`config.mk`:
```
export PLATFORM = sky130hd
export DESIGN_NAME = emisor
export DESIGN_NICKNAME = d
export VERILOG_FILES = /design/src/rtl/emisor.sv
export SDC_FILE = /design/constraint.sdc
export NUM_CORES = 1
export LEC_CHECK = 0
export ABC_CLOCK_PERIOD_IN_PS = 5050
export CORE_MARGIN = 2
export CORE_UTILIZATION = 30
export DETAILED_ROUTE_END_ITERATION = 10
export SLEW_MARGIN = 20
export SYNTH_ARGS = -nofsm -noshare
export SYNTH_HDL_FRONTEND = slang
export SYNTH_SLANG_ARGS = --single-unit
```
`constraint.sdc`:
```
create_clock -name CLK -period 5.05 [get_ports CLK]
set_input_delay 1.01 -clock CLK [delete_from_list [all_inputs] [get_ports CLK]]
set_output_delay 1.01 -clock CLK [all_outputs]
set_load 0.01 [all_outputs]
```
`src/rtl/emisor.sv`:
```
`default_nettype none
// ============================================================================
// Module      : emisor
// Description : Serial frame transmitter. It accepts a parallel word and a
//               frame length L, then shifts the low L bits out MSB-first on
//               signal_out, one bit per clock, with enable_out high for the
//               whole frame. After each frame enable_out is held low for
//               GAP_CYCLES cycles so that the paired shift-register receiver
//               can move its contents to its output register.
//
// Ports       :
//   CLK        in   1         clock, rising edge
//   RST        in   1         synchronous active-high reset
//   start      in   1         frame request, honoured only while ready=1
//   data_in    in   SIZESREG  word to send, sampled on the accept edge
//   nbits      in   LENW      frame length; 0 or >SIZESREG means SIZESREG
//   ready      out  1         high while idle (decoded from state)
//   signal_out out  1         serial data, registered
//   enable_out out  1         frame-valid, registered
//   done       out  1         one-cycle pulse in the first gap cycle
//
// Revision    : 1.0 - initial release
// ============================================================================
module emisor #(
  parameter int SIZESREG   = 16,
  parameter int GAP_CYCLES = 2,
  parameter int LENW       = $clog2(SIZESREG + 1)
) (
  input  logic                CLK,
  input  logic                RST,
  input  logic                start,
  input  logic [SIZESREG-1:0] data_in,
  input  logic [LENW-1:0]     nbits,
  output logic                ready,
  output logic                signal_out,
  output logic                enable_out,
  output logic                done
);

  // A gap shorter than one cycle would let the receiver miss the falling
  // edge of enable, so the counter is sized for at least one gap cycle.
  localparam int              GAP_EFF  = (GAP_CYCLES < 1) ? 1 : GAP_CYCLES;
  localparam int              GCW      = (GAP_EFF < 2) ? 1 : $clog2(GAP_EFF + 1);
  localparam logic [LENW-1:0] MAX_LEN  = LENW'(SIZESREG);
  localparam logic [GCW-1:0]  GAP_LAST = GCW'(GAP_EFF - 1);

  typedef enum logic [1:0] {
    S_IDLE  = 2'd0,
    S_SHIFT = 2'd1,
    S_GAP   = 2'd2
  } state_t;

  state_t               state_q, state_d;
  logic [SIZESREG-1:0]  shreg_q, shreg_d;
  logic [LENW-1:0]      len_q, len_d;
  logic [LENW-1:0]      bit_cnt_q, bit_cnt_d;
  logic [GCW-1:0]       gap_cnt_q, gap_cnt_d;
  logic                 signal_out_q, signal_out_d;
  logic                 enable_out_q, enable_out_d;
  logic                 done_q, done_d;

  logic [LENW-1:0]      eff_len;
  logic [LENW-1:0]      shift_amt;
  logic [SIZESREG-1:0]  load_word;
  logic [SIZESREG-1:0]  shreg_shl;
  logic                 last_bit;

  // Out-of-range lengths fall back to a full-width frame.
  always_comb begin
    eff_len = nbits;
    if ((nbits == '0) || (nbits > MAX_LEN)) begin
      eff_len = MAX_LEN;
    end
  end

  // Left-justify the word so that data_in[L-1] sits in the MSB; every
  // following bit then comes out of the same MSB position.
  assign shift_amt = MAX_LEN - eff_len;
  assign load_word = data_in << shift_amt;
  assign shreg_shl = shreg_q << 1;

  // bit_cnt counts bits already shifted past the first one, so the L-th bit
  // is on the line when it equals L-1.
  assign last_bit  = (bit_cnt_q == (len_q - LENW'(1)));

  always_comb begin
    state_d      = state_q;
    shreg_d      = shreg_q;
    len_d        = len_q;
    bit_cnt_d    = bit_cnt_q;
    gap_cnt_d    = gap_cnt_q;
    signal_out_d = signal_out_q;
    enable_out_d = enable_out_q;
    done_d       = 1'b0;

    case (state_q)
      S_IDLE: begin
        if (start) begin
          state_d      = S_SHIFT;
          len_d        = eff_len;
          shreg_d      = load_word;
          bit_cnt_d    = '0;
          enable_out_d = 1'b1;
          signal_out_d = load_word[SIZESREG-1];
        end
      end

      S_SHIFT: begin
        if (last_bit) begin
          state_d      = S_GAP;
          gap_cnt_d    = '0;
          shreg_d      = '0;
          enable_out_d = 1'b0;
          signal_out_d = 1'b0;
          done_d       = 1'b1;
        end else begin
          shreg_d      = shreg_shl;
          signal_out_d = shreg_shl[SIZESREG-1];
          bit_cnt_d    = bit_cnt_q + LENW'(1);
        end
      end

      S_GAP: begin
        if (gap_cnt_q == GAP_LAST) begin
          state_d = S_IDLE;
        end else begin
          gap_cnt_d = gap_cnt_q + GCW'(1);
        end
      end

      default: begin
        state_d      = S_IDLE;
        enable_out_d = 1'b0;
        signal_out_d = 1'b0;
      end
    endcase
  end

  always_ff @(posedge CLK) begin
    if (RST) begin
      state_q      <= S_IDLE;
      shreg_q      <= '0;
      len_q        <= '0;
      bit_cnt_q    <= '0;
      gap_cnt_q    <= '0;
      signal_out_q <= 1'b0;
      enable_out_q <= 1'b0;
      done_q       <= 1'b0;
    end else begin
      state_q      <= state_d;
      shreg_q      <= shreg_d;
      len_q        <= len_d;
      bit_cnt_q    <= bit_cnt_d;
      gap_cnt_q    <= gap_cnt_d;
      signal_out_q <= signal_out_d;
      enable_out_q <= enable_out_d;
      done_q       <= done_d;
    end
  end

  assign ready      = (state_q == S_IDLE);
  assign signal_out = signal_out_q;
  assign enable_out = enable_out_q;
  assign done       = done_q;

endmodule
`default_nettype wire

```
==> Yosys cells after proc, flatten, opt, wreduce, memory -nomap -nowiden <==
Index checks and enable logic that the tools add are counted.
{ "word_totals": {"reg_bits": 32, "in_bits": 24, "output_inout_bits": 4, "wordCells": 59} }
{ "classes": {"addsub": 4, "order_cmp": 1, "n_eq_ne": 9, "n_shift": 1, "n_mux": 21, "n_bitwise": 2, "n_reduce_logical": 13} }
{ "op_table": {"columns": ["operator", "count"], "rows": [
  ["$mux W15", 2],
  ["$pmux W15 S2", 1],
  ["$shl A16 B5 Y16", 1],
  ["$mux W5", 3],
  ["$reduce_and A3 Y1", 4],
  ["$mux W2", 5],
  ["$ne A2 B2 Y1 const B", 5],
  ["$pmux W5 S2", 1],
  ["$pmux W1 S3", 2],
  ["$pmux W2 S3", 1],
  ["$reduce_and A2 Y1", 3],
  ["$add A5 B1 Y5 const B", 1],
  ["$eq A5 B5 Y1", 1],
  ["$gt A5 B5 Y1 const B", 1],
  ["$logic_not A5 Y1", 1],
  ["$mux W1", 5],
  ["$sub A5 B1 Y5 const B", 1],
  ["$sub A5 B5 Y5 const A", 1],
  ["$eq A2 B1 Y1 const B", 2],
  ["$pmux W2 S2", 1],
  ["$reduce_bool A2 Y1", 2],
  ["$add A2 B1 Y2 const B", 1],
  ["$eq A2 B2 Y1 const B", 1],
  ["$logic_not A2 Y1", 1],
  ["3 further kinds", 4]
]} }

==> Depth between registers and ports, before layout <==
Gate-level depths: netlist (run 1).
{ "depth": {"word_depth": 7, "mapped_depth": 15, "depth_no_buf": 12} }

==> Worst setup path before layout (run 1) <==
No wires, ideal clock.
{ "synth_path": {"path_kind": "input to register", "start": "in nbits[2]", "end": "reg shreg_q[14]", "setup_ps": 137, "t_arrival_ps": 4030, "required_ps": 4913, "slack_ps": 883, "cell_stages": 15, "n_path_buf": 3, "path_cell_list": "buf_4 > nor4_2 > inv_1 > ha_1 > and2b_4 > buf_4 > inv_2 > ha_1 > buf_2 > mux2_2 > mux2_1 > mux2i_1 > inv_1 > a221oi_1 > a311oi_1"} }
{ "synth_via": {"elab_chain_len": 7, "elab_cells_between_ends": 8, "classes_between": "add/sub: 1; order compare: 1; shift: 1; mux: 3; reduce/logical: 2"} }
{ "synth_rtl": {"columns": ["element", "line_no", "rtl"], "rows": [
  ["from (decl)", "33", "input logic [LENW-1:0] nbits,"],
  ["$gt A5 B5 Y1 or $logic_not A5 Y1 (tied branches)", "71", "if ((nbits == '0) || (nbits > MAX_LEN)) begin"],
  ["$logic_or A1 B1 Y1", "71", null],
  ["$mux W5 *", "71", null],
  ["$sub A5 B5 Y5 *", "78", "assign shift_amt = MAX_LEN - eff_len;"],
  ["$shl A16 B5 Y16 *", "79", "assign load_word = data_in << shift_amt;"],
  ["$mux W15 *", "98", "if (start) begin"],
  ["$pmux W15 S2 *", "96", "case (state_q)"],
  ["to (signal assigned)", "151", "shreg_q <= shreg_d;"],
  ["to (decl)", "54", "logic [SIZESREG-1:0] shreg_q, shreg_d;"]
]} }
Mark *: on every way between the ends. The rest lies on a longest branch, timed or not. The select of a mux whose other input is x is not followed.
A chain may end at the register's enable or synchronous reset.

==> Worst setup path in the final report (run 1) <==
{ "layout_path": {"start": "in nbits[2]", "end": "reg shreg_q[7]"} }
Same word-level chain as after synthesis.

==> impl_metrics.yaml, run 1 <==
synthesis:
  synthesis.instances: 282
  post_synth.cell_area_avg_sq_um: 8.50
  ys_seq_area_share_pct: 26.7
  synth_cell_type_count: 57
  synth.net_count: 311
  synthesis.yosys.warnings: 0
  synth_edf_count: 0
  synthFlopType: "sky130_fd_sc_hd__dfxtp_1"
  ys_seq_elements: 32
  postSynth.asyncResetShare_pct: 0
  synth.cell_area_sq_um: 2400
global_routing:
  antenna_found_initial: 0
  grtUsageTotal_pct: 14.0
  grt_first_pass_wirelength_mm: 9.87
  sum_of_overflow_across_all_layers_after_global_routing: 0
  grt_pass1_vias: 1972
  maximum_number_of_pins_on_one_net_before_global_route_repair: 27
pwr:
  total_leakage_power_nw: 0.979
  power_density_nw_per_um2: 267
  ir_drop_mv: 0.148
sta:
  report.final.setup_viol: 0
  timing.final.max_slew_violations: 0
  finalCriticalPeriod_ns: 4.42
  clock-skew-final_ns: 0.00861
  peak_clock_frequency_supported_by_timing_ghz: 0.226
  slew_headroom_pct: 46.7
  tns_ns: 0
  hold_violations: 0
  worst_pin_slew_ns: 0.797
  hold_slack_ns: 0.500
  min_period_over_period_pct: 87.5
  rsz0062_at_grt: "false"
routing:
  via_per_inst: 5.39
  wl_per_cell_um: 14.2
  drt_pre_antenna_iters: 4
  drt_drc_violations_left: 0
  drtIter0Drc: 154
  route.vias.total: 2184
  routed_wirelength_mm: 5.75
  antenna_left: 0
floorplanning:
  height_of_the_die_um: 93.4
  core_footprint_sq_um: 7730
  placementRows: 32
  initial_core_util_pct: 31.0
  die-width_um: 93.4
  io_pins: 28
  dieArea_sq_um: 8720
clocking:
  max-clock-path-buffers: 2
  path_clk_slew_ns: 0.07
  clkLatencyLatePin_ns: 0.28
  post_cts.repair.setup_buffers: 0
  cts_tree: "built"
  cts_hold_buffers: 0
  clock-sinks: 32
  cts_max_level: 2
  cts_inserted_buffers: 5
  post_cts_resized: 0
  clk_root_buffer_cell: "sky130_fd_sc_hd__clkbuf_8"
placement:
  gp_congestion: 0.796
  numPortBuffers: 27
  dpl-instance-area_sq_um: 2750
  half_perimeter_wire_length_after_detailed_placement_mm: 4.24
hold_path:
  holdCritStartpoint: "enable_out"
  number_of_instances_on_the_worst_hold_path: 2
  hold_path_class: "reg -> reg"
  hold_end: "enable_out"
worst_setup_path:
  setup.worst_path.end_class: "flip-flop"
  rr_endpoint: "shreg_q[14]"
  cp.required_ns: 5.22
  worstPathArrival_ns: 4.59
  worstPathMaxFanout: 10
  worst_r2r_startpoint: "len_q[0]"
  cp-start-kind: "primary input"
  reg2reg_depth: 7
  criticalPathCategory: "in -> reg"
  reg2reg_setup_slack_ns: 2.76
outcome:
  run_status: "completed"
finish:
  layout-drive-gt1-share_pct: 12.2
  post_route_design_area_sq_um: 2850
  postLayoutCoreUtil_pct: 36.9
  n_diodes: 0
  finalNetCount: 331
  area_delta_synth_final_pct: 19.1
run:
  max_cap_violations: 0
==> layout by cell type (no fill, tap or decap), drive strengths merged, types with 4 or more instances in the layout <==
master | synthesis | layout
nand4 | 4 | 4
nand2 | 26 | 26
a211oi | 8 | 8
xnor2 | 6 | 6
inv | 8 | 8
nor3 | 15 | 15
o211ai | 4 | 4
o21ai | 5 | 5
buf | 6 | 5
mux4 | 12 | 12
nor2b | 8 | 8
clkbuf | 13 | 6
xor2 | 4 | 4
a221oi | 6 | 6
dfxtp | 32 | 32
a22oi | 4 | 4
or3 | 4 | 4
mux2i | 10 | 10
a21oi | 21 | 21
clkdlybuf4s50 | 0 | 27
nor2 | 34 | 34
nand3 | 10 | 10
ha | 5 | 5
==> power breakdown <==
part	leakage [nW]	internal, mW	switching [mW]
Combinational	0.662	0.109	0.132
Clock	0.0552	0.146	0.0927
Sequential	0.261	0.269	0.0118
Total	0.979	0.525	0.236
==> cells in the mapped netlist, types with 7 or more instances <==
| cell type | instances | area [sq um] |
|---|---|---|
| sky130_fd_sc_hd__mux4_2 | 12 | 270 |
| sky130_fd_sc_hd__inv_1 | 7 | 26.3 |
| sky130_fd_sc_hd__mux2i_1 | 10 | 100 |
| sky130_fd_sc_hd__clkbuf_1 | 13 | 48.8 |
| sky130_fd_sc_hd__nor2_1 | 33 | 124 |
| sky130_fd_sc_hd__a21oi_1 | 21 | 105 |
| sky130_fd_sc_hd__nor3_1 | 15 | 75.1 |
| sky130_fd_sc_hd__dfxtp_1 | 32 | 641 |
| sky130_fd_sc_hd__a211oi_1 | 8 | 60.1 |
| sky130_fd_sc_hd__nand2_1 | 26 | 97.6 |
| sky130_fd_sc_hd__nor2b_1 | 8 | 50.1 |
| sky130_fd_sc_hd__nand3_1 | 10 | 50.1 |
==> logic make-up (layout without fill, tap and decap cells) <==
| group | Yosys count | after routing | share of synthesized area (%) |
|---|---|---|---|
| and+or+nand+nor | 117 | 117 | 24.4 |
| AOI/OAI and AO/OA | 66 | 66 | 19.3 |
| DFF | 32 | 32 | 26.7 |
| buffers and inverters | 27 | 48 | 4.86 |
| muxes | 25 | 25 | 16.9 |
| xor gates and xnor gates | 10 | 10 | 5.22 |
| adders and majority gates | 5 | 5 | 2.61 |
==> registers in the layout, indices dropped and copies added, names as in the netlist <==
name,flops
state_q,2
shreg_q,15
signal_out,1
enable_out,1
bit_cnt_q,5
gap_cnt_q,2
len_q,5
done,1
==> per-layer routing <==
metal / GRT usage, % / vias up / share of wire (%)
li1: - / 1091 / -
met1: 21.1 / 1041 / 51
met2: 20.4 / 48 / 45
met3: 2.18 / 4 / 3.2
met4: 4.04 / 0 / 0.87
met5: 0 / - / 0
==> worst max path at each step <==
stage                     slack (ns)  cells after the start           to      from
after floorplan                 0.88                     15  shreg_q[14]  nbits[2]
after global placement          0.41                     12   shreg_q[7]  nbits[2]
after global routing            0.31                     13   shreg_q[5]  nbits[2]
after detailed placement        0.32                     12   shreg_q[7]  nbits[2]
final                           0.63                     12   shreg_q[7]  nbits[2]
after CTS                       0.64                     12   shreg_q[7]  nbits[2]
==> critical path: stages <==
cell	delay [ns]
sky130_fd_sc_hd__clkdlybuf4s50_1	0.55
sky130_fd_sc_hd__nor4_2	0.31
sky130_fd_sc_hd__inv_1	0.07
sky130_fd_sc_hd__ha_1	0.39
sky130_fd_sc_hd__and2b_4	0.22
sky130_fd_sc_hd__inv_2	0.13
sky130_fd_sc_hd__ha_1	0.58
sky130_fd_sc_hd__xor2_4	0.28
sky130_fd_sc_hd__mux4_2	0.52
sky130_fd_sc_hd__mux2i_1	0.30
sky130_fd_sc_hd__or3_1	0.16
sky130_fd_sc_hd__a21oi_1	0.06
==> metrics by stage <==
stage,total power [mW],worst slack (ns),std cells
after floorplan,0.457,0.883,282
after global placement,0.525,0.410,397
after detailed placement,0.526,0.322,397
after CTS,0.765,0.641,405
after global routing,0.804,0.311,405
final,0.761,0.629,405
==> cell type report <==
type                            instances  area [sq um]
Fill cell                             790          4870
Multi-Input combinational cell        223          1640
Sequential cell                        32           641
Timing Repair Buffer                   32           308
Tap cell                              102           128
Clock buffer                            6          72.6
Clock inverter                          2          35.0
Inverter                                8          30.0
Power figures use the tool's default switching activity.
==> run 2, diff against run 1 <==
--- a/config.mk
+++ b/config.mk
@@ -6,9 +6,11 @@
 export NUM_CORES = 1
 export LEC_CHECK = 0
 export ABC_CLOCK_PERIOD_IN_PS = 5050
-export CORE_MARGIN = 2
+export CORE_MARGIN = 4
 export CORE_UTILIZATION = 30
 export DETAILED_ROUTE_END_ITERATION = 10
+export PLACE_DENSITY_LB_ADDON = 0.2
+export SKIP_LAST_GASP = 1
 export SLEW_MARGIN = 20
 export SYNTH_ARGS = -nofsm -noshare
 export SYNTH_HDL_FRONTEND = slang
==> run 2 against run 1 <==
Net effect:
- clock skew decreased by 0.0018 ns
- clock power rose by 14%
- sequential cell count unchanged
- core utilization up 0.34 points
==> impl_metrics.yaml, run 2 (same netlist as run 1, synthesis figures left out) <==
routing:
  wl_per_cell_um: 14.8
  antenna_left: 0
  drtIter0Drc: 128
  routed_wirelength_mm: 6.01
  route.vias.total: 2161
  via_per_inst: 5.32
  drt_pre_antenna_iters: 4
  drt_drc_violations_left: 0
clocking:
  clk_root_buffer_cell: "sky130_fd_sc_hd__clkbuf_8"
  max-clock-path-buffers: 2
  cts_inserted_buffers: 5
  post_cts_resized: 0
  clkLatencyLatePin_ns: 0.29
  clock-sinks: 32
  cts_max_level: 2
  post_cts.repair.setup_buffers: 0
  cts_hold_buffers: 0
  path_clk_slew_ns: 0.07
  cts_tree: "built"
pwr:
  total_leakage_power_nw: 0.993
  power_frac_comb_pct: 30.6
  total_power_uw: 797
  clock_network_fraction_of_total_power_pct: 34.2
  int_pwr_uw: 554
  netSwitchingPower_uw: 243
  swShare_pct: 30.5
  seq_power_share_pct: 35.2
  ir_drop_mv: 0.104
  power_density_nw_per_um2: 277
worst_setup_path:
  rr_endpoint: "shreg_q[12]"
  timing.critical_path.to: "shreg_q[12]"
  criticalPathCategory: "in -> reg"
  worst_r2r_startpoint: "len_q[0]"
  setup.worst_path.end_class: "flip-flop"
  setup.worst_path.start: "nbits[2]"
  cp-start-kind: "primary input"
  worstPathArrival_ns: 4.65
  reg2reg_depth: 7
  worstPathMaxFanout: 16
  cp.required_ns: 5.26
  reg2reg_setup_slack_ns: 2.71
global_routing:
  grtUsageTotal_pct: 13.0
  sum_of_overflow_across_all_layers_after_global_routing: 0
  maximum_number_of_pins_on_one_net_before_global_route_repair: 35
  antenna_found_initial: 0
  grt_pass1_vias: 2042
  grt_first_pass_wirelength_mm: 10.4
sta:
  slew_headroom_pct: 46.7
  hold_violations: 0
  worst_setup_margin_ns: 0.607
  rsz0062_at_grt: "false"
  clock-skew-final_ns: 0.00678
  report.final.setup_viol: 0
  tns_ns: 0
  worst_pin_slew_ns: 0.797
  timing.final.max_slew_violations: 0
  finalCriticalPeriod_ns: 4.44
  min_period_over_period_pct: 88.0
  peak_clock_frequency_supported_by_timing_ghz: 0.225
placement:
  half_perimeter_wire_length_after_detailed_placement_mm: 4.41
  dpl-instance-area_sq_um: 2750
  numPortBuffers: 27
  gp_congestion: 0.772
  pre_cts_ws_ns: 0.312
finish:
  n_diodes: 0
  area_delta_synth_final_pct: 20.2
  layout-drive-gt1-share_pct: 12.8
  finalNetCount: 332
  post_route_design_area_sq_um: 2880
  flip_flop_count_of_the_largest_register_after_layout: 15
  sequential_cell_area_sq_um: 641
  postLayoutCoreUtil_pct: 37.3
  layout.cells.most_common: "sky130_fd_sc_hd__nor2_1"
  layout_common_cells: "33 x sky130_fd_sc_hd__nor2_1, 32 x sky130_fd_sc_hd__dfxtp_1, 27 x sky130_fd_sc_hd__clkdlybuf4s50_1"
  max_flop_register: "shreg_q"
  reg.largest.list: "shreg_q x15, bit_cnt_q x5, len_q x5"
  fillerInstances: 773
  multi_input_comb_area_sq_um: 1640
floorplanning:
  io_pins: 28
  placementRows: 32
  die-width_um: 97.4
  dieArea_sq_um: 9480
  height_of_the_die_um: 97.4
  initial_core_util_pct: 31.0
  core_footprint_sq_um: 7730
outcome:
  run_status: "completed"
hold_path:
  number_of_instances_on_the_worst_hold_path: 2
  hold_path_class: "reg -> reg"
run:
  max_cap_violations: 0
## run 2: cell types whose count changed in the layout (fill, tap and decap cells not counted)
cell	previous run	this run
sky130_fd_sc_hd__buf_4	5	6
sky130_fd_sc_hd__clkbuf_8	5	7
sky130_fd_sc_hd__clkbuf_1	1	0
sky130_fd_sc_hd__clkinv_2	1	0
## run 2: power groups by stage
stage	combinational, mW	clock, mW	sequential (mW)
finish	0.244	0.273	0.281
global route	0.269	0.290	0.283
CTS	0.244	0.278	0.280
detailed placement	0.243	0	0.286
global placement	0.244	0	0.286
floorplan	0.173	0	0.284
## run 2: worst min-delay path by stage
stage | slack [ns] | from | endpoint
final | 0.49 | gap_cnt_q[1] | gap_cnt_q[1]
after global routing | 0.51 | shreg_q[0] | shreg_q[0]
after CTS | 0.50 | shreg_q[7] | shreg_q[8]
after detailed placement | 0.48 | shreg_q[0] | shreg_q[0]
after global placement | 0.47 | shreg_q[0] | shreg_q[0]
after floorplan | 0.45 | gap_cnt_q[1] | gap_cnt_q[1]
## run 2: layout make-up
type | instances | area share [%]
multi-input combinational | 223 | 56.9
clock inverter | 1 | 1.04
timing repair buffer | 33 | 11.0
inverter | 8 | 1.04
tap | 102 | 4.43
sequential | 32 | 22.3
clock buffer | 7 | 3.35
## run 2: metal layers
metal,wire [um],track usage [%],vias to the layer above
met5,0,0,-
met2,2580,18.9,40
met4,84,4.15,0
li1,-,-,1091
met1,3140,19.4,1025
met3,213,2.23,5
## run 2: worst max-delay path, stage by stage
cell,delay [ns]
sky130_fd_sc_hd__clkdlybuf4s50_1,0.55
sky130_fd_sc_hd__nor4_2,0.32
sky130_fd_sc_hd__inv_1,0.07
sky130_fd_sc_hd__ha_1,0.40
sky130_fd_sc_hd__and2b_4,0.23
sky130_fd_sc_hd__inv_2,0.14
sky130_fd_sc_hd__ha_1,0.60
sky130_fd_sc_hd__xnor2_4,0.29
sky130_fd_sc_hd__mux2i_1,0.18
sky130_fd_sc_hd__o32ai_1,0.44
sky130_fd_sc_hd__a221oi_1,0.17
sky130_fd_sc_hd__a211oi_1,0.25
## run 2: stage by stage
step / hold slack (ns) / cells
2_1_floorplan: 0.454 / 282
3_3_place_gp: 0.469 / 398
3_5_place_dp: 0.483 / 398
4_1_cts: 0.497 / 406
5_1_grt: 0.511 / 406
6_report: 0.495 / 406
==> run 3, diff against run 2 <==
--- a/config.mk
+++ b/config.mk
@@ -8,7 +8,9 @@
 export ABC_CLOCK_PERIOD_IN_PS = 5050
 export CORE_MARGIN = 4
 export CORE_UTILIZATION = 30
+export CTS_BUF_LIST = sky130_fd_sc_hd__clkbuf_8
 export DETAILED_ROUTE_END_ITERATION = 10
+export GPL_TIMING_DRIVEN = 0
 export PLACE_DENSITY_LB_ADDON = 0.2
 export SKIP_LAST_GASP = 1
 export SLEW_MARGIN = 20
==> run 3 against run 2 <==
Net effect:
- clock skew grew 0.0039 ns
- highest routed layer unchanged
- non-clock buffer count grew 11
- sequential share of layout area fell by 0.16 points
- combinational power grew 2%
- setup slack got worse by 0.23 ns
- power rose by 0.67%
- critical endpoint is now shreg_q[14]
- design area is 0.74% higher
- sequential power barely moved
==> impl_metrics.yaml, run 3 (same netlist as run 1, synthesis figures left out) <==
clocking:
  clock-sinks: 32
  cts_tree: "built"
  clk_root_buffer_cell: "sky130_fd_sc_hd__clkbuf_8"
  cts_inserted_buffers: 5
  max-clock-path-buffers: 2
  path_clk_slew_ns: 0.07
  clkLatencyLatePin_ns: 0.30
  cts_hold_buffers: 0
  post_cts_resized: 0
  cts_max_level: 2
  post_cts.repair.setup_buffers: 0
routing:
  top_layer_in_use: "met4"
  drt_drc_violations_left: 0
  via_per_inst: 5.38
  routed_wirelength_mm: 6.45
  antenna_left: 0
  drtIter0Drc: 112
  met2RoutedLength_mm: 2.77
  route.vias.total: 2242
  wl_met1_mm: 3.25
  drt_pre_antenna_iters: 4
  met3WireLength_um: 307
  wl_per_cell_um: 15.5
hold_path:
  number_of_instances_on_the_worst_hold_path: 2
  hold_path_class: "reg -> reg"
worst_setup_path:
  setup.worst_path.end_class: "flip-flop"
  criticalPathCategory: "in -> reg"
  worst_r2r_startpoint: "len_q[0]"
  setup.worst_path.start: "nbits[0]"
  cp_slowest_cell: "sky130_fd_sc_hd__clkdlybuf4s50_1"
  reg2reg_setup_slack_ns: 2.75
  reg2reg_depth: 8
  cp.required_ns: 5.21
  critical_path.max_stage_delay_ns: 0.47
  rr_endpoint: "signal_out"
  worstPathMaxFanout: 10
  worstPathArrival_ns: 4.83
  path_cells: "clkdlybuf4s50_1, nor4_2, inv_1, ha_1, and2b_4, buf_4, inv_2, ha_1, buf_2, mux2_2, mux2_1, mux2i_1, inv_1, a221oi_1, a311oi_1"
  cp-start-kind: "primary input"
  timing.critical_path.to: "shreg_q[14]"
sta:
  slew_headroom_pct: 64.4
  report.final.setup_viol: 0
  peak_clock_frequency_supported_by_timing_ghz: 0.214
  worst_setup_margin_ns: 0.372
  min_period_over_period_pct: 92.6
  clock-skew-final_ns: 0.0107
  worst_pin_slew_ns: 0.531
  timing.final.max_slew_violations: 0
  hold_violations: 0
  finalCriticalPeriod_ns: 4.68
  tns_ns: 0
  rsz0062_at_grt: "false"
pwr:
  netSwitchingPower_uw: 250
  power_frac_comb_pct: 30.9
  ir_drop_mv: 0.0906
  int_pwr_uw: 552
  total_power_uw: 803
  power_density_nw_per_um2: 277
  clock_network_fraction_of_total_power_pct: 34.1
  seq_power_share_pct: 34.9
  swShare_pct: 31.2
  total_leakage_power_nw: 0.999
placement:
  half_perimeter_wire_length_after_detailed_placement_mm: 4.88
  pre_cts_ws_ns: 0.0645
  gp_congestion: 0.811
  numPortBuffers: 25
  dpl-instance-area_sq_um: 2770
run:
  max_cap_violations: 0
global_routing:
  sum_of_overflow_across_all_layers_after_global_routing: 0
  grtUsageTotal_pct: 13.6
  antenna_found_initial: 0
  grt_pass1_vias: 2035
  maximum_number_of_pins_on_one_net_before_global_route_repair: 11
  grt_first_pass_wirelength_mm: 10.6
finish:
  n_diodes: 0
  reg.largest.list: "shreg_q x15, bit_cnt_q x5, len_q x5"
  layout-drive-gt1-share_pct: 12.4
  max_flop_register: "shreg_q"
  layout.cells.most_common: "sky130_fd_sc_hd__nor2_1"
  postLayoutCoreUtil_pct: 37.5
  area_delta_synth_final_pct: 21.0
  layout_common_cells: "33 x sky130_fd_sc_hd__nor2_1, 32 x sky130_fd_sc_hd__dfxtp_1, 26 x sky130_fd_sc_hd__nand2_1"
  finalNetCount: 343
  post_route_design_area_sq_um: 2900
  flip_flop_count_of_the_largest_register_after_layout: 15
floorplanning:
  initial_core_util_pct: 31.0
  io_pins: 28
  core_footprint_sq_um: 7730
  placementRows: 32
  height_of_the_die_um: 97.4
  die-width_um: 97.4
  dieArea_sq_um: 9480
outcome:
  run_status: "completed"
## run 3: cell count changes in the layout (fill, tap and decap cells not counted)
cell,change
sky130_fd_sc_hd__clkdlybuf4s50_1,-2
sky130_fd_sc_hd__buf_2,+3
sky130_fd_sc_hd__clkbuf_1,+13
sky130_fd_sc_hd__buf_4,-3
## run 3: how the worst min path moves through the flow
stage | start | endpoint | slack (ns)
after global placement | gap_cnt_q[1] | gap_cnt_q[1] | 0.48
after global routing | shreg_q[7] | shreg_q[8] | 0.50
final | gap_cnt_q[1] | gap_cnt_q[1] | 0.49
after CTS | shreg_q[7] | shreg_q[8] | 0.49
after floorplan | gap_cnt_q[1] | gap_cnt_q[1] | 0.45
after detailed placement | shreg_q[2] | shreg_q[2] | 0.48
## run 3: cell type report
cell class | instances | area, sq um
buffer | 19 | 86.3
sequential | 32 | 641
tap | 102 | 128
inverter | 8 | 30.0
fill | 816 | 4830
clock buffer | 7 | 96.3
multi-input combinational | 223 | 1640
timing repair buffer | 25 | 250
clock inverter | 1 | 30.0
## run 3: critical path: cells and delay by family
| family | cells | cell delay, ns |
|---|---|---|
| simple gates | 2 | 0.66 |
| fa+ha+maj | 2 | 0.65 |
| mux | 3 | 0.88 |
| compound gates | 2 | 0.44 |
| buf+inv | 6 | 1.20 |
## run 3: routing by layer
layer	vias to the layer above	global-route usage, %
met5	-	0
met4	0	5.01
met3	10	2.08
met2	54	19.4
met1	1063	20.4
li1	1115	-
## run 3: power by group through the flow
stage	registers [mW]	logic (mW)	clock network (mW)
finish	0.280	0.248	0.274
global route	0.282	0.273	0.286
CTS	0.280	0.248	0.276
detailed placement	0.286	0.247	0
global placement	0.286	0.248	0
floorplan	0.284	0.173	0
## run 3: metrics by stage
step | cells | hold slack [ns]
3_3_place_gp | 409 | 0.477
3_5_place_dp | 409 | 0.482
6_report | 417 | 0.489
5_1_grt | 417 | 0.503
4_1_cts | 417 | 0.490
2_1_floorplan | 282 | 0.454
